### config.mk
export PLATFORM = sky130hd
export DESIGN_NAME = load_store_unit
export DESIGN_NICKNAME = d
export VERILOG_FILES = /design/src/rtl/load_store_unit.sv
export SDC_FILE = /design/constraint.sdc
export NUM_CORES = 1
export LEC_CHECK = 0
export CAP_MARGIN = 20
export CORE_MARGIN = 2
export CORE_UTILIZATION = 48
export CTS_BUF_LIST = sky130_fd_sc_hd__clkbuf_16
export DETAILED_ROUTE_END_ITERATION = 8
export MAX_ROUTING_LAYER = met4
export PLACE_DENSITY = 0.82
export SETUP_SLACK_MARGIN = 0.5
export SLEW_MARGIN = 25
export SYNTH_ARGS = -nofsm -noshare
export SYNTH_HDL_FRONTEND = slang
export SYNTH_SLANG_ARGS = --single-unit
### constraint.sdc
create_clock -name clk -period 2.55 [get_ports clk]
set_input_delay 0.51 -clock clk [delete_from_list [all_inputs] [get_ports clk]]
set_output_delay 0.51 -clock clk [all_outputs]
set_load 0.02 [all_outputs]
### src/rtl/load_store_unit.sv
// Byte/halfword/word load-store unit in front of a single-port word RAM.
// Sub-word stores are done as read-modify-write; misaligned requests complete with addr_err.
module load_store_unit #(
  parameter int unsigned MEM_WAIT = 0
) (
  input  logic        clk,
  input  logic        reset,
  input  logic        start,
  input  logic [2:0]  op,
  input  logic [31:0] addr,
  input  logic [31:0] wdata,
  output logic        done,
  output logic [31:0] rdata,
  output logic        addr_err,
  output logic [31:0] mem_addr,
  output logic [31:0] mem_wdata,
  output logic        mem_read,
  output logic        mem_write,
  input  logic [31:0] mem_rdata
);

  localparam logic [2:0] OP_LW = 3'd0, OP_LB = 3'd1, OP_LBU = 3'd2, OP_LH = 3'd3,
                         OP_LHU = 3'd4, OP_SW = 3'd5, OP_SB = 3'd6, OP_SH = 3'd7;

  typedef enum logic [1:0] {IDLE, READ, WRITE, DONE} state_t;

  state_t      state_q, state_d;
  logic [2:0]  op_q;
  logic [31:0] addr_q;
  logic [15:0] wdata_q;
  logic [3:0]  cnt_q;
  logic        err_q;
  logic [31:0] rdata_q;
  logic [31:0] mem_wdata_q;
  logic        misaligned;
  logic [31:0] load_val;
  logic [31:0] merged;
  logic [7:0]  byte_sel;
  logic [15:0] half_sel;

  // Alignment is judged on the live request since it only matters in the start cycle
  always_comb begin
    misaligned = 1'b0;
    case (op)
      OP_LW, OP_SW:          misaligned = (addr[1:0] != 2'b00);
      OP_LH, OP_LHU, OP_SH:  misaligned = addr[0];
      default:               misaligned = 1'b0;
    endcase
  end

  always_comb begin
    byte_sel = mem_rdata[{addr_q[1:0], 3'b000} +: 8];
    half_sel = addr_q[1] ? mem_rdata[31:16] : mem_rdata[15:0];
    case (op_q)
      OP_LB:   load_val = {{24{byte_sel[7]}}, byte_sel};
      OP_LBU:  load_val = {24'd0, byte_sel};
      OP_LH:   load_val = {{16{half_sel[15]}}, half_sel};
      OP_LHU:  load_val = {16'd0, half_sel};
      default: load_val = mem_rdata;
    endcase
  end

  always_comb begin
    merged = mem_rdata;
    if (op_q == OP_SB) merged[{addr_q[1:0], 3'b000} +: 8] = wdata_q[7:0];
    else               merged[{addr_q[1], 4'b0000} +: 16] = wdata_q;
  end

  always_comb begin
    state_d = state_q;
    case (state_q)
      IDLE:
        if (start) begin
          if (misaligned)       state_d = DONE;
          else if (op == OP_SW) state_d = WRITE;
          else                  state_d = READ;
        end
      READ:
        if (cnt_q == 4'd0) state_d = (op_q == OP_SB || op_q == OP_SH) ? WRITE : DONE;
      WRITE:   state_d = DONE;
      DONE:    state_d = IDLE;
      default: state_d = IDLE;
    endcase
  end

  always_ff @(posedge clk) begin
    if (reset) begin
      state_q     <= IDLE;
      op_q        <= OP_LW;
      addr_q      <= '0;
      wdata_q     <= '0;
      cnt_q       <= '0;
      err_q       <= 1'b0;
      rdata_q     <= '0;
      mem_wdata_q <= '0;
    end else begin
      state_q <= state_d;
      case (state_q)
        IDLE:
          if (start) begin
            op_q    <= op;
            addr_q  <= addr;
            wdata_q <= wdata[15:0];
            err_q   <= misaligned;
            cnt_q   <= 4'(MEM_WAIT);
            if (op == OP_SW && !misaligned) mem_wdata_q <= wdata;
          end
        READ:
          if (cnt_q == 4'd0) begin
            // Last read edge: loads finish here, sub-word stores build their write word
            if (op_q == OP_SB || op_q == OP_SH) mem_wdata_q <= merged;
            else                                rdata_q     <= load_val;
          end else begin
            cnt_q <= cnt_q - 4'd1;
          end
        default: ;
      endcase
    end
  end

  assign done      = (state_q == DONE);
  assign addr_err  = done & err_q;
  assign rdata     = rdata_q;
  assign mem_read  = (state_q == READ);
  assign mem_write = (state_q == WRITE);
  assign mem_addr  = {addr_q[31:2], 2'b00};
  assign mem_wdata = mem_wdata_q;

endmodule

Word-level counts from Yosys, hierarchy flattened
Cells that the tools add are included.
{ "word_totals": {"ff_bits": 122, "input_bits": 102, "output_inout_bits": 100, "wordCells": 71} }
{ "op_classes": {"n_addsub": 3, "eq_ne": 18, "shift": 5, "mux": 20, "bitwise_logic": 2, "n_reduce_logical": 15} }
{ "op_table": {"columns": ["op", "n"], "rows": [
  ["$mux W32", 5],
  ["$pmux W32 S4", 1],
  ["$bwmux W32", 2],
  ["$pmux W32 S2", 1],
  ["$shift A16 B7 Y32 const A", 1],
  ["$shift A8 B7 Y32 const A", 1],
  ["$shiftx A16 B7 Y32", 1],
  ["$shiftx A32 B6 Y8", 1],
  ["$shiftx A8 B7 Y32", 1],
  ["$eq A3 B3 Y1 const B", 6],
  ["$mux W16", 1],
  ["$neg A5 Y7", 2],
  ["$eq A3 B2 Y1 const B", 3],
  ["$mux W2", 4],
  ["$mux W4", 2],
  ["$pmux W2 S4", 1],
  ["$pmux W4 S2", 1],
  ["$ne A2 B2 Y1 const B", 3],
  ["$reduce_and A3 Y1", 2],
  ["$reduce_and A5 Y1", 1],
  ["$eq A2 B2 Y1 const B", 2],
  ["$logic_not A4 Y1", 1],
  ["$ne A2 B1 Y1 const B", 2],
  ["$reduce_and A2 Y1", 2],
  ["other kinds (15)", 16]
]} }

Depth between registers and ports, before layout
{ "logic_depth": {"word_depth": 8, "depth_mapped": 9, "depth_no_buf": 7} }

Worst setup path after synthesis
No wires, ideal clock.
{ "synth_timing": {"path_kind": "flip-flop to flip-flop", "startpoint": "register addr_q[0]", "endpoint": "register mem_wdata_q[1], in the netlist mem_wdata[1]", "setup_ns": 0.060, "t_arrival_ns": 2.205, "required_time_ns": 2.490, "setup_slack_ns": 0.285, "path_stages_with_launch": 9, "n_path_buf": 1, "synth_period_minus_slack_ns": 2.265, "path_cell_list": "dfxtp_1 > buf_2 > inv_1 > ha_1 > or3b_4 > o2bb2ai_4 > a22oi_1 > a2111oi_0 > a31o_1"} }
{ "synth_via": {"elab_chain_cells": 7, "elab_cells_between_ends": 8, "classes_between": "1 x add/sub; 2 x shift; 5 x mux"} }
{ "synth_lines": {"columns": ["element", "line_no", "text"], "rows": [
  ["start: declaration", "29", "logic [31:0] addr_q;"],
  ["start signal: assignment", "102", "addr_q <= addr;"],
  ["$neg A5 Y7 (*)", "65", "if (op_q == OP_SB) merged[{addr_q[1:0], 3'b000} +: 8] = wdata_q[7:0];"],
  ["$shiftx A8 B7 Y32 or $shift A8 B7 Y32 (tied branches)", "65", null],
  ["$bwmux W32 (*)", "65", null],
  ["$mux W32 (*)", "65", null],
  ["$mux W32 (*)", "111", "if (op_q == OP_SB || op_q == OP_SH) mem_wdata_q <= merged;"],
  ["$mux W32 (*)", "109", "if (cnt_q == 4'd0) begin"],
  ["$pmux W32 S2 (*)", "98", "case (state_q)"],
  ["end signal: assignment", "106", "if (op == OP_SW && !misaligned) mem_wdata_q <= wdata;"],
  ["end signal: assignment", "111", null],
  ["end: declaration", "34", "logic [31:0] mem_wdata_q;"]
]} }
Mark *: on every way between the ends. The rest lies on a longest branch, timed or not. The select of a mux whose other input is x is not followed.
A chain may end at the register's enable or synchronous reset.

Worst setup path in the final report
{ "layout_timing": {"startpoint": "register addr_q[0]", "endpoint": "register mem_wdata_q[2], in the netlist mem_wdata[2]"} }
The elaborated chain is that of the path after synthesis.

==> impl_metrics.py <==
metrics = {
    "run_status": {
        "status": "complete, no violations",
    },
    "synthesis": {
        "ys_seq_area_share_pct": 36.6,
        "synth_edf_count": 0,
        "synth.distinct_cells": 69,
        "synthCells": 831,
        "yosysWarnings": 0,
        "synth_area_leaders": "dfxtp_1 37%, nand2_1 8.4%, a21oi_1 7.7%, mux2i_1 6.2%, nor2_1 5.2%",
        "yosys.cell_count.top_type": "nand2_1",
        "syn_area_per_cell_um2": 8.03,
        "async_flop_share_pct": 0,
        "synth.cell_area_um2": 6670,
        "synth_top_area_share_pct": 36.6,
        "synth_top_area_cell": "dfxtp_1",
        "synth-main-ff-cell": "dfxtp_1",
        "yosys-top-cells-count": "149 x nand2_1, 122 x dfxtp_1, 102 x a21oi_1",
        "ys_seq_elements": 122,
    },
    "floorplanning": {
        "die_x_um": 122,
        "io_pins": 202,
        "start_util_pct": 48.6,
        "core.rowCount": 43,
        "core_area_um2": 13700,
        "die_h_um": 122,
        "dieArea_um2": 14900,
    },
    "critical_path": {
        "crit_slowest_cell": "or3b_4",
        "cp_max_fo": 6,
        "startpoint_type": "register",
        "critPathCaptureType": "register",
        "critical_path_required_ns": 2.92,
        "path_class": "register to register",
        "cp.arrival_ns": 2.42,
        "critical_path.max_stage_delay_ns": 0.40,
        "path_cells": "inv_4 > ha_4 > or3b_4 > o2bb2ai_4 > buf_6 > a22oi_2 > a2111oi_2 > a31o_1",
    },
    "sta": {
        "relSlewSlack_pct": 57.6,
        "rsz0062_at_grt": "true",
        "final.min_clock_period_ns": 2.05,
        "slew_violations": 0,
        "fin_crit_sh_pct": 80.5,
        "setup_violations": 0,
        "timing.final.hold_violations": 0,
        "tns_ns": 0,
        "max_freq_mhz": 487,
        "finalClockSkew_ns": 0.00610,
        "whs_ns": 0.453,
        "worst_slew_pin_slew_ns": 0.635,
        "final.setup.worst_slack_ns": 0.497,
    },
    "detailed_routing": {
        "drt-total-wl_um": 21100,
        "via_per_inst": 5.66,
        "drtIter0Drc": 555,
        "drc": 0,
        "vias": 6652,
        "dr.pass1.iters": 5,
        "ant_nets": 0,
        "wl_per_cell_um": 18.0,
    },
    "clock_network": {
        "ctsHoldBuffers": 0,
        "clk-insertion-delay-late_ns": 0.43,
        "cts_tree": "yes",
        "clockBufferDepth": 2,
        "cts_root_buffer": "clkbuf_16",
        "cts_buffers": 17,
        "cts.sinks": 122,
        "clk_pin_slew_ns": 0.06,
        "htree_levels": 4,
    },
    "global_route": {
        "antenna_found_initial": 0,
        "grt_max_degree": 50,
        "grt_pass1_wl_um": 32600,
        "grt-ovfl-total": 0,
        "grt_pass1_vias": 6249,
        "grt_usage_pct": 29.2,
    },
    "power": {
        "powerDensity_nw_per_um2": 1120,
        "peakVddDrop_uv": 598,
        "finalPower_mw": 10.5,
        "leakage_nw": 3.44,
    },
    "final_layout": {
        "final_nets": 1096,
        "post-route-util_pct": 68.4,
        "drive_gt1_share_pct": 11.1,
        "area_growth_pct": 40.7,
        "diodes": 0,
    },
    "place": {
        "port_buffers": 199,
        "place.gp.congestion": 0.933,
        "place_ws_ns": 0.0177,
        "hpwl_um": 14800,
    },
    "flow_run": {
        "drv_cap": 0,
    },
    "hold_path": {
        "hold_path_class": "register to register",
    },
}
[repair_timing]
action | 4_1_cts | 5_1_grt
setup endpoints to repair | 17 | 70
pin swaps | 1 | 10
cloned | 0 | 1
setup buffers | 0 | 6
gates resized for setup | 8 | 33
[final timing paths]
| kind | from | to | slack [ns] | cells after the start |
|---|---|---|---|---|
| worst max-delay path | addr_q[0]$_SDFFE_PP0P_ | mem_wdata[2]$_SDFFE_PP0P_ | 0.50 | 8 |
| worst min-delay path | addr_q[24]$_SDFFE_PP0P_ | addr_q[24]$_SDFFE_PP0P_ | 0.45 | 2 |
| worst max register to register | addr_q[0]$_SDFFE_PP0P_ | mem_wdata[2]$_SDFFE_PP0P_ | 0.50 | 8 |
| worst min register to register | addr_q[24]$_SDFFE_PP0P_ | addr_q[24]$_SDFFE_PP0P_ | 0.45 | 2 |
[sequential cells by signal (all words and copies together), names as in the netlist]
name and count:
cnt_q 4, rdata 32, state_q 2, op_q 3, wdata_q 16, mem_wdata 32
err_q 1, addr_q 32
[power by group]
group	internal (mW)	switching, mW
clock network	1.43	0.921
logic	2.32	2.91
registers	2.51	0.388
[metrics by stage]
| stage | area, um^2 | instances |
|---|---|---|
| 2_1_floorplan | 6700 | 832 |
| 3_3_place_gp | 8620 | 1136 |
| 3_5_place_dp | 8620 | 1136 |
| 4_1_cts | 9200 | 1168 |
| 5_1_grt | 9390 | 1175 |
| 6_report | 9390 | 1175 |
[logic make-up after synthesis]
family / share of synthesized area, %
AND/OR/NAND/NOR: 18.6
buffers and inverters: 8.93
adder cells (fa/ha/maj): 2.25
XOR/XNOR: 0.938
multiplexers: 6.49
other: 0.0562
flip-flops: 36.6
AO/OA/AOI/OAI: 26.1
[critical path: cells and delay by family, from the launching register on]
kind / cells / cell delay [ns]
adders and majority gates: 1 / 0.26
buffers and inverters: 2 / 0.19
DFF: 1 / 0.35
and+or+nand+nor: 1 / 0.40
AOI/OAI and AO/OA: 4 / 0.78
[per-layer routing]
layer	up-vias	track usage [%]	part of all wire [%]
met5	-	-	0
met4	0	10.2	1.9
met3	34	8.80	11
met2	344	42.7	44
met1	3039	38.4	43
li1	3235	-	-
[placed cells by master, fill, tap and decap left out, types with 6 or more instances in the layout]
cell type,count
ha_1,8
nor2_1,92
a221oi_1,20
dfxtp_1,118
clkdlybuf4s50_1,193
a22oi_1,25
a21oi_1,99
nand2_1,147
a211oi_1,43
clkbuf_16,18
inv_1,12
o21ai_0,6
a211o_1,15
mux2i_1,41
buf_4,21
nor3_1,6
[cell type report]
class / count / area (um^2)
clock inverter: 15 / 150
tap: 180 / 225
sequential: 122 / 2450
timing repair buffer: 228 / 2290
fill: 1139 / 4330
multi-input combinational: 597 / 3770
inverter: 16 / 70.1
clock buffer: 17 / 425
Power figures use the tool's default switching activity.
